**src/rtl/abi_step_decoder.sv**
```systemverilog
// Quadrature/index front end for the commutation path: synchronises and de-glitches
// A/B/I, decodes quadrature edges into step pulses and aligns to the index mark.
module abi_step_decoder #(
  parameter int K_NSUBSTEPS     = 10,
  parameter int K_FILTER_DEPTH  = 3,
  parameter int K_INDEX_STEP    = 0,
  parameter int K_INDEX_SUBSTEP = 0
) (
  input  logic                           i_clk,
  input  logic                           i_rst,
  input  logic                           i_enc_a,
  input  logic                           i_enc_b,
  input  logic                           i_enc_i,
  input  logic                           i_enable,
  input  logic                           i_dir_invert,
  input  logic                           i_clear_error,
  output logic                           o_step_trigger,
  output logic                           o_step_reverse,
  output logic                           o_force_step_trigger,
  output logic [2:0]                     o_force_step_value,
  output logic [$clog2(K_NSUBSTEPS)-1:0] o_force_substep,
  output logic                           o_aligned,
  output logic                           o_error,
  output logic signed [15:0]             o_edge_count
);

  localparam int SUB_W = $clog2(K_NSUBSTEPS);
  localparam logic [3:0] CNT_LAST = 4'(K_FILTER_DEPTH - 1);

  typedef enum logic [1:0] {S_DISABLED, S_ALIGN, S_RUN} state_t;

  state_t state, state_n;

  // Bit order in the input vectors is {I, A, B}
  logic [2:0] sync_p0, sync_p1;
  logic [2:0] filt_p2;
  logic [3:0] cnt_p2 [3];
  logic [2:0] prev_p3;

  logic [1:0] pos_cur, pos_prev, delta;
  logic       edge_fwd, edge_rev, illegal, step_edge, idx_rise, dir_rev;

  logic              trig_n, rev_n, force_n, err_n;
  logic signed [15:0] count_n;

  function automatic logic signed [15:0] sat_step(input logic signed [15:0] c,
                                                  input logic down);
    if (down) return (c == 16'sh8000) ? c : c - 16'sd1;
    else      return (c == 16'sh7fff) ? c : c + 16'sd1;
  endfunction

  // ---- stage p0/p1: two-flop synchroniser; stage p2: per-input glitch filter ----
  always_ff @(posedge i_clk) begin
    if (i_rst) begin
      sync_p0 <= '0;
      sync_p1 <= '0;
      filt_p2 <= '0;
      prev_p3 <= '0;
      for (int k = 0; k < 3; k++) cnt_p2[k] <= '0;
    end else begin
      sync_p0 <= {i_enc_i, i_enc_a, i_enc_b};
      sync_p1 <= sync_p0;
      prev_p3 <= filt_p2;
      for (int k = 0; k < 3; k++) begin
        if (sync_p1[k] == filt_p2[k]) begin
          cnt_p2[k] <= '0;
        end else if (cnt_p2[k] == CNT_LAST) begin
          filt_p2[k] <= sync_p1[k];
          cnt_p2[k]  <= '0;
        end else begin
          cnt_p2[k] <= cnt_p2[k] + 4'd1;
        end
      end
    end
  end

  // ---- stage p3: decode; Gray position {A, A^B} steps +1 going forward ----
  always_comb begin
    pos_cur   = {filt_p2[1], filt_p2[1] ^ filt_p2[0]};
    pos_prev  = {prev_p3[1], prev_p3[1] ^ prev_p3[0]};
    delta     = pos_cur - pos_prev;
    edge_fwd  = (delta == 2'd1);
    edge_rev  = (delta == 2'd3);
    illegal   = (delta == 2'd2);
    step_edge = edge_fwd | edge_rev;
    idx_rise  = filt_p2[2] & ~prev_p3[2];
    dir_rev   = edge_rev ^ i_dir_invert;
  end

  always_comb begin
    state_n = state;
    trig_n  = 1'b0;
    force_n = 1'b0;
    rev_n   = o_step_reverse;
    count_n = o_edge_count;
    err_n   = i_clear_error ? 1'b0 : o_error;
    if (!i_enable) begin
      state_n = S_DISABLED;
    end else begin
      case (state)
        S_DISABLED: state_n = S_ALIGN;
        S_ALIGN, S_RUN: begin
          if (illegal) err_n = 1'b1;
          if (step_edge) begin
            count_n = sat_step(o_edge_count, dir_rev);
            if (state == S_RUN) begin
              trig_n = 1'b1;
              rev_n  = dir_rev;
            end
          end
          // Index wins over a simultaneous count update
          if (idx_rise) begin
            force_n = 1'b1;
            count_n = '0;
            state_n = S_RUN;
          end
        end
        default: state_n = S_DISABLED;
      endcase
    end
  end

  // ---- stage p4: registered outputs ----
  always_ff @(posedge i_clk) begin
    if (i_rst) begin
      state                <= S_DISABLED;
      o_step_trigger       <= 1'b0;
      o_step_reverse       <= 1'b0;
      o_force_step_trigger <= 1'b0;
      o_error              <= 1'b0;
      o_edge_count         <= '0;
    end else begin
      state                <= state_n;
      o_step_trigger       <= trig_n;
      o_step_reverse       <= rev_n;
      o_force_step_trigger <= force_n;
      o_error              <= err_n;
      o_edge_count         <= count_n;
    end
  end

  assign o_aligned          = (state == S_RUN);
  assign o_force_step_value = 3'(K_INDEX_STEP);
  assign o_force_substep    = SUB_W'(K_INDEX_SUBSTEP);

endmodule

```
**config.mk**
```make
export PLATFORM = sky130hd
export DESIGN_NAME = abi_step_decoder
export DESIGN_NICKNAME = d
export VERILOG_FILES = /design/src/rtl/abi_step_decoder.sv
export SDC_FILE = /design/constraint.sdc
export NUM_CORES = 1
export LEC_CHECK = 0
export BUFFER_PORTS_ARGS = -buffer_cell sky130_fd_sc_hd__buf_4
export CORE_MARGIN = 4
export CORE_UTILIZATION = 62
export CTS_CLUSTER_SIZE = 40
export DETAILED_ROUTE_END_ITERATION = 8
export GPL_ROUTABILITY_DRIVEN = 0
export PLACE_DENSITY = 0.95
export SLEW_MARGIN = 30
export SYNTH_ARGS = -nofsm -noshare
export SYNTH_HDL_FRONTEND = slang
export SYNTH_SLANG_ARGS = --single-unit
```
**constraint.sdc**
```tcl
create_clock -name i_clk -period 10.7 [get_ports i_clk]
set_clock_uncertainty 0.2 [all_clocks]
set_input_delay 0.535 -clock i_clk [delete_from_list [all_inputs] [get_ports i_clk]]
set_output_delay 0.535 -clock i_clk [all_outputs]
set_load 0.01 [all_outputs]
```
==> flow_summary.ini, run 1 <==
[pwr]
powerDensity_nw_per_um2 = 107.0
intPower_mw = 0.2651
p_clk_share_pct = 36.6
p_seq_share_pct = 53.9
swShare_pct = 22.79
power_frac_comb_pct = 9.5
design_power_total_mw = 0.3433
irDropWorstVdd_v = 0.00005205
power_switching_mw = 0.07823
leakage_nw = 1.332

[setup_path]
crit_required_ps = 10740
cp-start-kind = flip-flop
cp-end-kind = flip-flop
startpoint = filt_p2[0]
worstSetupPathType = flip-flop to flip-flop
worstSetupEndpoint = o_edge_count[13]
crit_fanout = 18
timing.rr.start = filt_p2[0]
ff2ff_path_depth = 13
cp_data_arrival_time_ps = 4110
rrSetupSlack_ps = 6630
r2r-end = o_edge_count[13]

[floorplan]
core_sq_um = 4414
die_x_microns = 75.77
dieHeight_microns = 75.77
pin_count = 36
rows = 24
die-area_sq_um = 5741
start_util_pct = 64.51

[placement]
hpwl_microns = 4652
portBuffers = 28

[detailed_routing]
antenna_left = 0
wire_per_inst_microns = 15.45
vias = 2419
first_pass_iters = 4
wl_microns = 6274
drt_iter0_markers = 165
drc = 0
viasPerCell = 5.958

[clock_network]
clockBufferDepth = 2
htree_num_levels = 2
cts_resized = 0
cts_root_buf = clkbuf_8
clk_pin_slew_worst_paths_ps = 80
cts_buffers = 5
post_cts_buffers = 0
cts_tree = done
cts.sinks = 46
cts_hold_buf = 0
insertion_delay_ps = 290

[yosys]
synth-edff-count = 12
ys_seq_area_share_pct = 36.56
synthCells = 316
synth.top_cell.area_share_pct = 23.90
synth_area_sq_um = 2848
synthDistinctLibCells = 48
synth-seq-cells = 46
yosys_warnings = 0
synth_area_leaders = dfxtp_1 24%, edfxtp_1 13%, ha_1 11%
synth-main-ff-cell = dfxtp_1
yosysTopAreaCell = dfxtp_1
synthArstFlopShare_pct = 0
avgSynthCellArea_sq_um = 9.012

[global_route]
grt_pass1_vias = 2255
grt_max_degree = 38
overflow = 0
grt_pass1_wl_microns = 9977
track_usage_pct = 22.48
antenna_found_initial = 0

[sta]
post-route-min-period_ps = 4071
setup_viol_count_final = 0
drv_slew = 0
post-route-period-util_pct = 38.05
rsz0062_at_grt = no
relSlewSlack_pct = 44.04
final.setup.tns_ps = 0
tightest_slew_ps = 839.5
hold_violations = 0
holdWs_ps = 249.9
max_freq_mhz = 245.6

[finish]
num-fill-cells = 325
drive_above_1_share_pct = 10.73
nets = 388
area_growth_pct = 12.65
n_antenna_cell = 0

[flow_run]
maxCapViolations = 0

[min_path]
holdCritPathClass = input port to flip-flop
min_path_cells = 2

[run_status]
status = complete, no violations
==> power by group through the flow <==
stage	Sequential, mW	Clock, mW	Combinational, mW
after floorplan	0.188	0	0.0260
after global placement	0.189	0	0.0301
after detailed placement	0.189	0	0.0315
after CTS	0.185	0.127	0.0320
after global routing	0.186	0.134	0.0365
final	0.185	0.126	0.0326
==> per-layer routing <==
| metal | vias to the layer above | global-route usage, % | share of wire (%) |
|---|---|---|---|
| met3 | 19 | 2.902 | 4.8 |
| met1 | 1142 | 26.00 | 41 |
| met5 | - | 0 | 0 |
| met4 | 0 | 9.515 | 3.0 |
| met2 | 89 | 41.16 | 51 |
| li1 | 1169 | - | - |
==> synthesized netlist by cell type (2+ instances only) <==
cell / number
dfxtp_1: 34
nor2_1: 31
ha_1: 26
a21oi_1: 24
nand2_1: 21
xnor2_1: 13
edfxtp_1: 12
nor2b_1: 11
nand3_1: 10
o21ai_0: 10
or3_1: 10
inv_1: 9
xor2_1: 9
nand2b_1: 8
nand3b_1: 8
nand4_1: 8
buf_4: 7
mux2i_1: 6
nor3_1: 5
nor3b_1: 5
o31ai_1: 5
clkbuf_1: 4
a211oi_1: 3
a21o_1: 3
and2_1: 3
nor4_1: 3
buf_1: 2
buf_2: 2
conb_1: 2
nand4b_1: 2
o21bai_1: 2
or4_1: 2
==> kinds of logic after synthesis <==
family,count (synthesis),share of synthesized area (%)
buf+inv,24,4.174
xor+xnor,23,7.557
fa+ha+maj,27,12.13
mux,7,2.504
simple gates,132,25.00
other cells,2,0.2637
flops,46,36.56
compound gates,55,11.82
==> cells in the final DEF, fill, tap and decap left out, types with 3 or more instances in the layout <==
cell / n
xnor2_1: 13
ha_1: 26
dfxtp_1: 34
and2_1: 3
nor2b_1: 11
nor3b_1: 5
nand2_1: 21
edfxtp_1: 12
nor3_1: 5
o31ai_1: 5
nand2b_1: 8
nand3b_1: 8
nand3_1: 10
mux2i_1: 6
clkbuf_8: 5
conb_1: 19
o21ai_0: 10
nor4_1: 3
nand4_1: 8
buf_4: 28
nor2_1: 31
a21oi_1: 24
or3_1: 10
xor2_1: 9
a21o_1: 3
inv_1: 9
a211oi_1: 3
==> worst max-delay path: stages, from the launching register on <==
cell	delay, ps
dfxtp_1	420
xnor2_1	150
ha_1	170
xnor3_1	240
or3_1	350
and2_4	190
inv_1	460
ha_1	390
a21oi_1	210
a21oi_1	120
o21ai_0	220
mux2_2	360
or4_1	470
nand2_1	70
==> sequential cells by signal, indices dropped and copies added, names as in the netlist <==
register	count
o_error	1
o_step_reverse	1
o_step_trigger	1
filt_p2	3
o_force_step_trigger	1
prev_p3	3
sync_p1	3
sync_p0	3
o_edge_count	16
cnt_p2	12
state	2
==> how the worst min path moves through the flow <==
stage	from	end	slack [ps]
6_report	i_enc_b	sync_p0[0]	250
5_1_grt	i_enc_b	sync_p0[0]	250
4_1_cts	i_enc_b	sync_p0[0]	250
3_5_place_dp	sync_p0[2]	sync_p1[2]	240
3_3_place_gp	sync_p0[2]	sync_p1[2]	220
2_1_floorplan	sync_p0[0]	sync_p1[0]	210
==> layout make-up <==
class / count / area, sq um / area share [%]
multi-input combinational: 263 / 1752 / 54.60
sequential: 46 / 1041 / 32.45
timing repair buffer: 28 / 210.2 / 6.552
clock buffer: 7 / 76.32 / 2.379
tap: 52 / 65.06 / 2.028
inverter: 9 / 33.78 / 1.053
clock inverter: 1 / 30.03 / 0.9360
==> per-stage QoR <==
step	setup slack [ps]	utilization, %	cell area [sq um]	instances
after global placement	6827	70.27	3102	398
after CTS	6642	72.68	3208	406
after global routing	6270	72.68	3208	406
after detailed placement	6711	70.27	3102	398
final	6629	72.68	3208	406
after floorplan	7064	-	2912	333
No activity file was read; power rests on OpenSTA's default activity.
==> run 2: changes to the inputs <==
Settings changed: CORE_UTILIZATION 62 to 58, PLACE_DENSITY 0.95 to 0.9.
Clock period 10.7 ns to 4.1 ns, I/O delays scaled along.
==> run 2 against run 1 <==
Against the previous run: die area is 6.2% higher; core utilization shrank 3.3 points; cell area rose by 2.9%; non-clock buffer count is 8 higher; sequential power grew to 2.6 times the previous value; hold slack worse by 150 ps; routed wire length down 5.2%; final cell count increased by 5.7%; combinational power rose to 2.7 times the previous value; critical path depth is 1 higher; flip-flop and latch count unchanged; register-to-register slack worse by 6400 ps; largest power group unchanged.
==> flow_summary.ini, run 2 (synthesized netlist as in run 1, its figures left out) <==
[run_status]
status = complete, no violations

[clock_network]
clk_pin_slew_worst_paths_ps = 90
htree_num_levels = 2
cts_root_buf = clkbuf_8
cts.sinks = 46
cts_buffers = 5
clockBufferDepth = 2
insertion_delay_ps = 310
cts_tree = done

[finish]
drive_above_1_share_pct = 12.98
area_growth_pct = 15.91
n_antenna_cell = 0
top_regs = o_edge_count: 16 flops, cnt_p2: 12 flops
largest_reg_flops = 16
final_common_cell = dfxtp_1
num-fill-cells = 402
final_cell_mix = 34 x dfxtp_1, 31 x nor2_1, 31 x buf_4
nets = 396
registers.top_by_ff_count = o_edge_count
final_util_pct = 69.42

[setup_path]
cp-start-kind = flip-flop
cp_data_arrival_time_ps = 3890
crit_required_ps = 4160
cp-end-kind = flip-flop
worstSetupPathType = flip-flop to flip-flop
crit_fanout = 13

[detailed_routing]
viasPerCell = 5.506
wire_per_inst_microns = 13.86
wl_microns = 5947
drc = 0
antenna_left = 0
vias = 2362
drt_iter0_markers = 74
first_pass_iters = 4

[sta]
relSlewSlack_pct = 43.20
max_freq_mhz = 261.1
tightest_slew_ps = 852.0
post-route-min-period_ps = 3830
setup_viol_count_final = 0
drv_slew = 0
rsz0062_at_grt = yes
post-route-period-util_pct = 93.42
hold_violations = 0

[floorplan]
dieHeight_microns = 78.07
core_sq_um = 4755
rows = 25
die_x_microns = 78.07
die-area_sq_um = 6095
pin_count = 36
start_util_pct = 59.89

[pwr]
p_seq_share_pct = 56.6
swShare_pct = 25.76
design_power_total_mw = 0.8534
power_frac_comb_pct = 10.4
p_clk_share_pct = 33.0
power_switching_mw = 0.2198
intPower_mw = 0.6335
leakage_nw = 1.357
powerDensity_nw_per_um2 = 258.5
irDropWorstVdd_v = 0.0001416

[global_route]
grt_pass1_vias = 2266
overflow = 0
grt_pass1_wl_microns = 10120
antenna_found_initial = 0
track_usage_pct = 20.36
grt_max_degree = 38

[placement]
hpwl_microns = 4429
portBuffers = 28

[flow_run]
maxCapViolations = 0

[min_path]
holdCritPathClass = input port to flip-flop
==> run 2: layout make-up <==
| class | count | area [sq um] | area share [%] |
|---|---|---|---|
| sequential | 46 | 1041 | 31.54 |
| tap | 67 | 83.83 | 2.540 |
| inverter | 9 | 37.54 | 1.137 |
| timing repair buffer | 36 | 282.8 | 8.567 |
| clock inverter | 3 | 21.27 | 0.6444 |
| clock buffer | 5 | 68.82 | 2.085 |
| multi-input combinational | 263 | 1765 | 53.49 |
==> run 2: power by group through the flow <==
stage / sequential, mW / clock (mW) / combinational (mW)
after global routing: 0.485 / 0.306 / 0.0998
after CTS: 0.483 / 0.286 / 0.0869
after detailed placement: 0.493 / 0 / 0.0827
final: 0.483 / 0.282 / 0.0888
after global placement: 0.493 / 0 / 0.0800
after floorplan: 0.492 / 0 / 0.0678
==> run 2: path summary, 6_finish.rpt <==
path	startpoint	end	slack [ps]	depth (start not counted)
max reg2reg	filt_p2[1]	o_edge_count[13]	270	14
max	filt_p2[1]	o_edge_count[13]	270	14
min	i_rst	filt_p2[2]	100	2
min reg2reg	sync_p0[2]	sync_p1[2]	240	1
==> run 2: per-layer routing <==
layer  vias to the layer above  track usage [%]  part of all wire [%]
met4                         0            8.392                   2.5
met1                      1090            25.13                    43
met2                        69            36.22                    50
met5                         -                0                     0
met3                        14            2.064                   4.1
li1                       1189                -                     -
==> run 2: repair_timing <==
action,in CTS,in global routing
hold buffers,5,0
endpoints found under the hold margin,5,0
gates resized for setup,0,4
buffers inserted,0,0
setup endpoints to repair,0,4
==> run 2: through the flow <==
stage | setup TNS, ps | worst slack (ps) | hold slack, ps | instance area, sq um | std cells
floorplan | 0 | 464.4 | 133.2 | 2912 | 333
global placement | 0 | 374.6 | 220.1 | 3143 | 416
detailed placement | 0 | 220.0 | 221.2 | 3143 | 416
CTS | 0 | 179.3 | 93.34 | 3283 | 429
global route | -71.17 | -71.17 | 110.8 | 3301 | 429
finish | 0 | 269.8 | 96.91 | 3301 | 429
==> run 2: critical path: stages, from the launching register on <==
cell	delay [ps]
dfxtp_1	420
xnor2_1	150
ha_1	180
xnor3_1	240
o21ai_0	230
and2_4	230
clkinvlp_4	260
buf_4	260
ha_1	180
a21oi_1	240
a21oi_1	130
o21ai_0	190
mux2_2	350
or4_1	470
nand2_1	70
==> run 3: changes to the inputs <==
Settings changed: ABC_AREA set to 1, CORE_UTILIZATION 58 to 59, PLACE_DENSITY 0.9 to 0.91.
==> run 3 against run 2 <==
Against the previous run: sequential power up 3%; hold slack better by 110 ps; combinational power up 120%; final cell count up 29%; critical path type unchanged.
==> flow_summary.ini, run 3 <==
[run_status]
status = complete, no violations

[finish]
num-fill-cells = 415
top_regs = o_edge_count: 16 flops, cnt_p2: 12 flops
drive_above_1_share_pct = 12.37
area_growth_pct = 14.45
multiInputGateArea_sq_um = 1822
seqCellArea_sq_um = 1041
n_antenna_cell = 0
nets = 519
registers.top_by_ff_count = o_edge_count
largest_reg_flops = 16
final_common_cell = nand2_1
final_cell_mix = 104 x nand2_1, 68 x nor2_1, 48 x inv_1

[sta]
post-route-min-period_ps = 3235
tightest_slew_ps = 768.1
drv_slew = 0
max_freq_mhz = 309.2
setup_viol_count_final = 0
post-route-period-util_pct = 78.89
rsz0062_at_grt = no
hold_violations = 0
relSlewSlack_pct = 48.74
final.setup.tns_ps = 0
holdWs_ps = 210.1

[floorplan]
start_util_pct = 60.53
die-area_sq_um = 6463
die_x_microns = 80.39
core_sq_um = 5107
dieHeight_microns = 80.39
rows = 26
pin_count = 36

[placement]
portBuffers = 28
hpwl_microns = 5029

[clock_network]
clk_pin_slew_worst_paths_ps = 100
cts_root_buf = clkbuf_8
cts.sinks = 46
htree_num_levels = 2
cts_tree = done
post_cts_buffers = 0
clockBufferDepth = 2
insertion_delay_ps = 320
cts_buffers = 5

[global_route]
grt_pass1_wl_microns = 11870
grt_pass1_vias = 2729
grt_max_degree = 25
track_usage_pct = 23.00
antenna_found_initial = 0
overflow = 0

[setup_path]
cpMostUsedCell = nand2_1
timing.rr.start = prev_p3[1]
r2r-end = o_edge_count[11]
cp_data_arrival_time_ps = 3290
cp_slowest_cell = dfxtp_1
cp-start-kind = flip-flop
ff2ff_path_depth = 17
max_stage_delay_ps = 410
cp_cell_sequence = xor2_1, ha_1, inv_1, nand4_1, nand2_4, ha_1, a21oi_1, nand2_1, nand2_1, nand2_1, nand3_1, nand2_1, nand2_1, nand3_1, nand2_1, nand2_1, nor2_1
worst-path-buf-inv = 1
crit_required_ps = 4160
startpoint = prev_p3[1]
cp-end-kind = flip-flop
crit_fanout = 21
worstSetupPathType = flip-flop to flip-flop
path_delay_family = simple AND/OR/NAND/NOR gates
rrSetupSlack_ps = 870

[yosys]
synthCells = 436
synth-simple-area-share_pct = 33.67
yosys_warnings = 0
synth_xor_area_share_pct = 2.833
synth_commonest_cells = 104 x nand2_1, 68 x nor2_1, 48 x inv_1
synth-compound-area-share_pct = 8.944
synth_area_sq_um = 3092
yosysTopAreaCell = dfxtp_1
synth_area_leaders = dfxtp_1 22%, nand2_1 13%, edfxtp_1 12%
synth_most_common_cell = nand2_1
synth-edff-count = 12
synth_mux_area_share_pct = 0
ys_seq_area_share_pct = 33.67
synth.top_cell.area_share_pct = 22.02
avgSynthCellArea_sq_um = 7.091
synthAdderAreaFrac_pct = 11.17
synth_top_family_by_area = simple AND/OR/NAND/NOR gates
synth-main-ff-cell = dfxtp_1
synthArstFlopShare_pct = 0
synth-seq-cells = 46
synthDistinctLibCells = 34

[flow_run]
maxCapViolations = 0

[min_path]
hold_path.startpoint = sync_p0[1]
holdCritPathClass = flip-flop to flip-flop
hold_path_end = sync_p1[1]
min_path_cells = 2

[detailed_routing]
viasPerCell = 5.281
drc = 0
wl_microns = 6948
wire_per_inst_microns = 12.52
drt_iter0_markers = 258
antenna_left = 0
first_pass_iters = 5
vias = 2931

[pwr]
leakage_nw = 1.762
irDropWorstVdd_v = 0.0002481
powerDensity_nw_per_um2 = 283.3
## run 3: cell types whose count changed after synthesis, moves of 6 or more
cell      delta
nand2_1     +83
a21oi_1      +7
nand3_1     +17
xnor2_1      -7
inv_1       +39
nand2b_1     -8
nor2_1      +37
nor2b_1     -11
nor2_2      +10
mux2i_1      -6
nand3b_1     -7
or3_1       -10
## run 3: per-layer routing
metal / vias up / track usage (%) / part of all wire, %
met5: - / 0 / 0
met4: 0 / 7.432 / 1.7
met2: 83 / 41.97 / 51
met1: 1359 / 27.29 / 42
li1: 1471 / - / -
met3: 18 / 3.587 / 5.5
## run 3: how the worst max path moves through the flow
stage / to / cells past startpoint
final: o_edge_count[11] / 17
after global routing: o_edge_count[15] / 17
after CTS: o_edge_count[5] / 15
after detailed placement: o_edge_count[5] / 15
after global placement: o_edge_count[5] / 15
after floorplan: o_edge_count[5] / 15
## run 3: cell families after synthesis
family	Yosys count
xor gates and xnor gates	10
buffers and inverters	63
adders and majority gates	27
and+or+nand+nor	236
other	2
AOI/OAI and AO/OA	52
DFF	46
## run 3: through the flow
stage / power, mW / util, % / instance area (sq um) / instances / worst slack, ps
final: 1.002 / 69.28 / 3538 / 555 / 865.5
after global routing: 1.052 / 69.28 / 3538 / 555 / 576.8
after global placement: 0.6814 / 65.61 / 3351 / 538 / 1102
after detailed placement: 0.6880 / 65.61 / 3351 / 538 / 930.1
after CTS: 1.001 / 69.28 / 3538 / 555 / 909.3
after floorplan: 0.6492 / - / 3156 / 453 / 1272
## run 3: repair_timing
action,CTS,global route
setup endpoints to repair,0,0
hold endpoints to repair,12,0
gates resized for setup,0,0
hold buffers,9,0
## run 3: power by group
group	total [mW]	switching [mW]	internal, mW
combinational	0.191	0.119	0.0727
clock	0.312	0.184	0.128
sequential	0.498	0.0163	0.482
## run 3: area by class of cell
cell class                 count  share of cell area [%]
multi-input combinational    344                   51.49
timing repair buffer          37                   8.487
sequential                    46                   29.42
clock buffer                   5                   1.945
clock inverter                 3                  0.8133
inverter                      50                   5.375
tap                           70                   2.475
## run 3: worst min-delay path: stages (launching register included)
cell	delay [ps]
dfxtp_1	310
inv_1	40
nor2_1	30
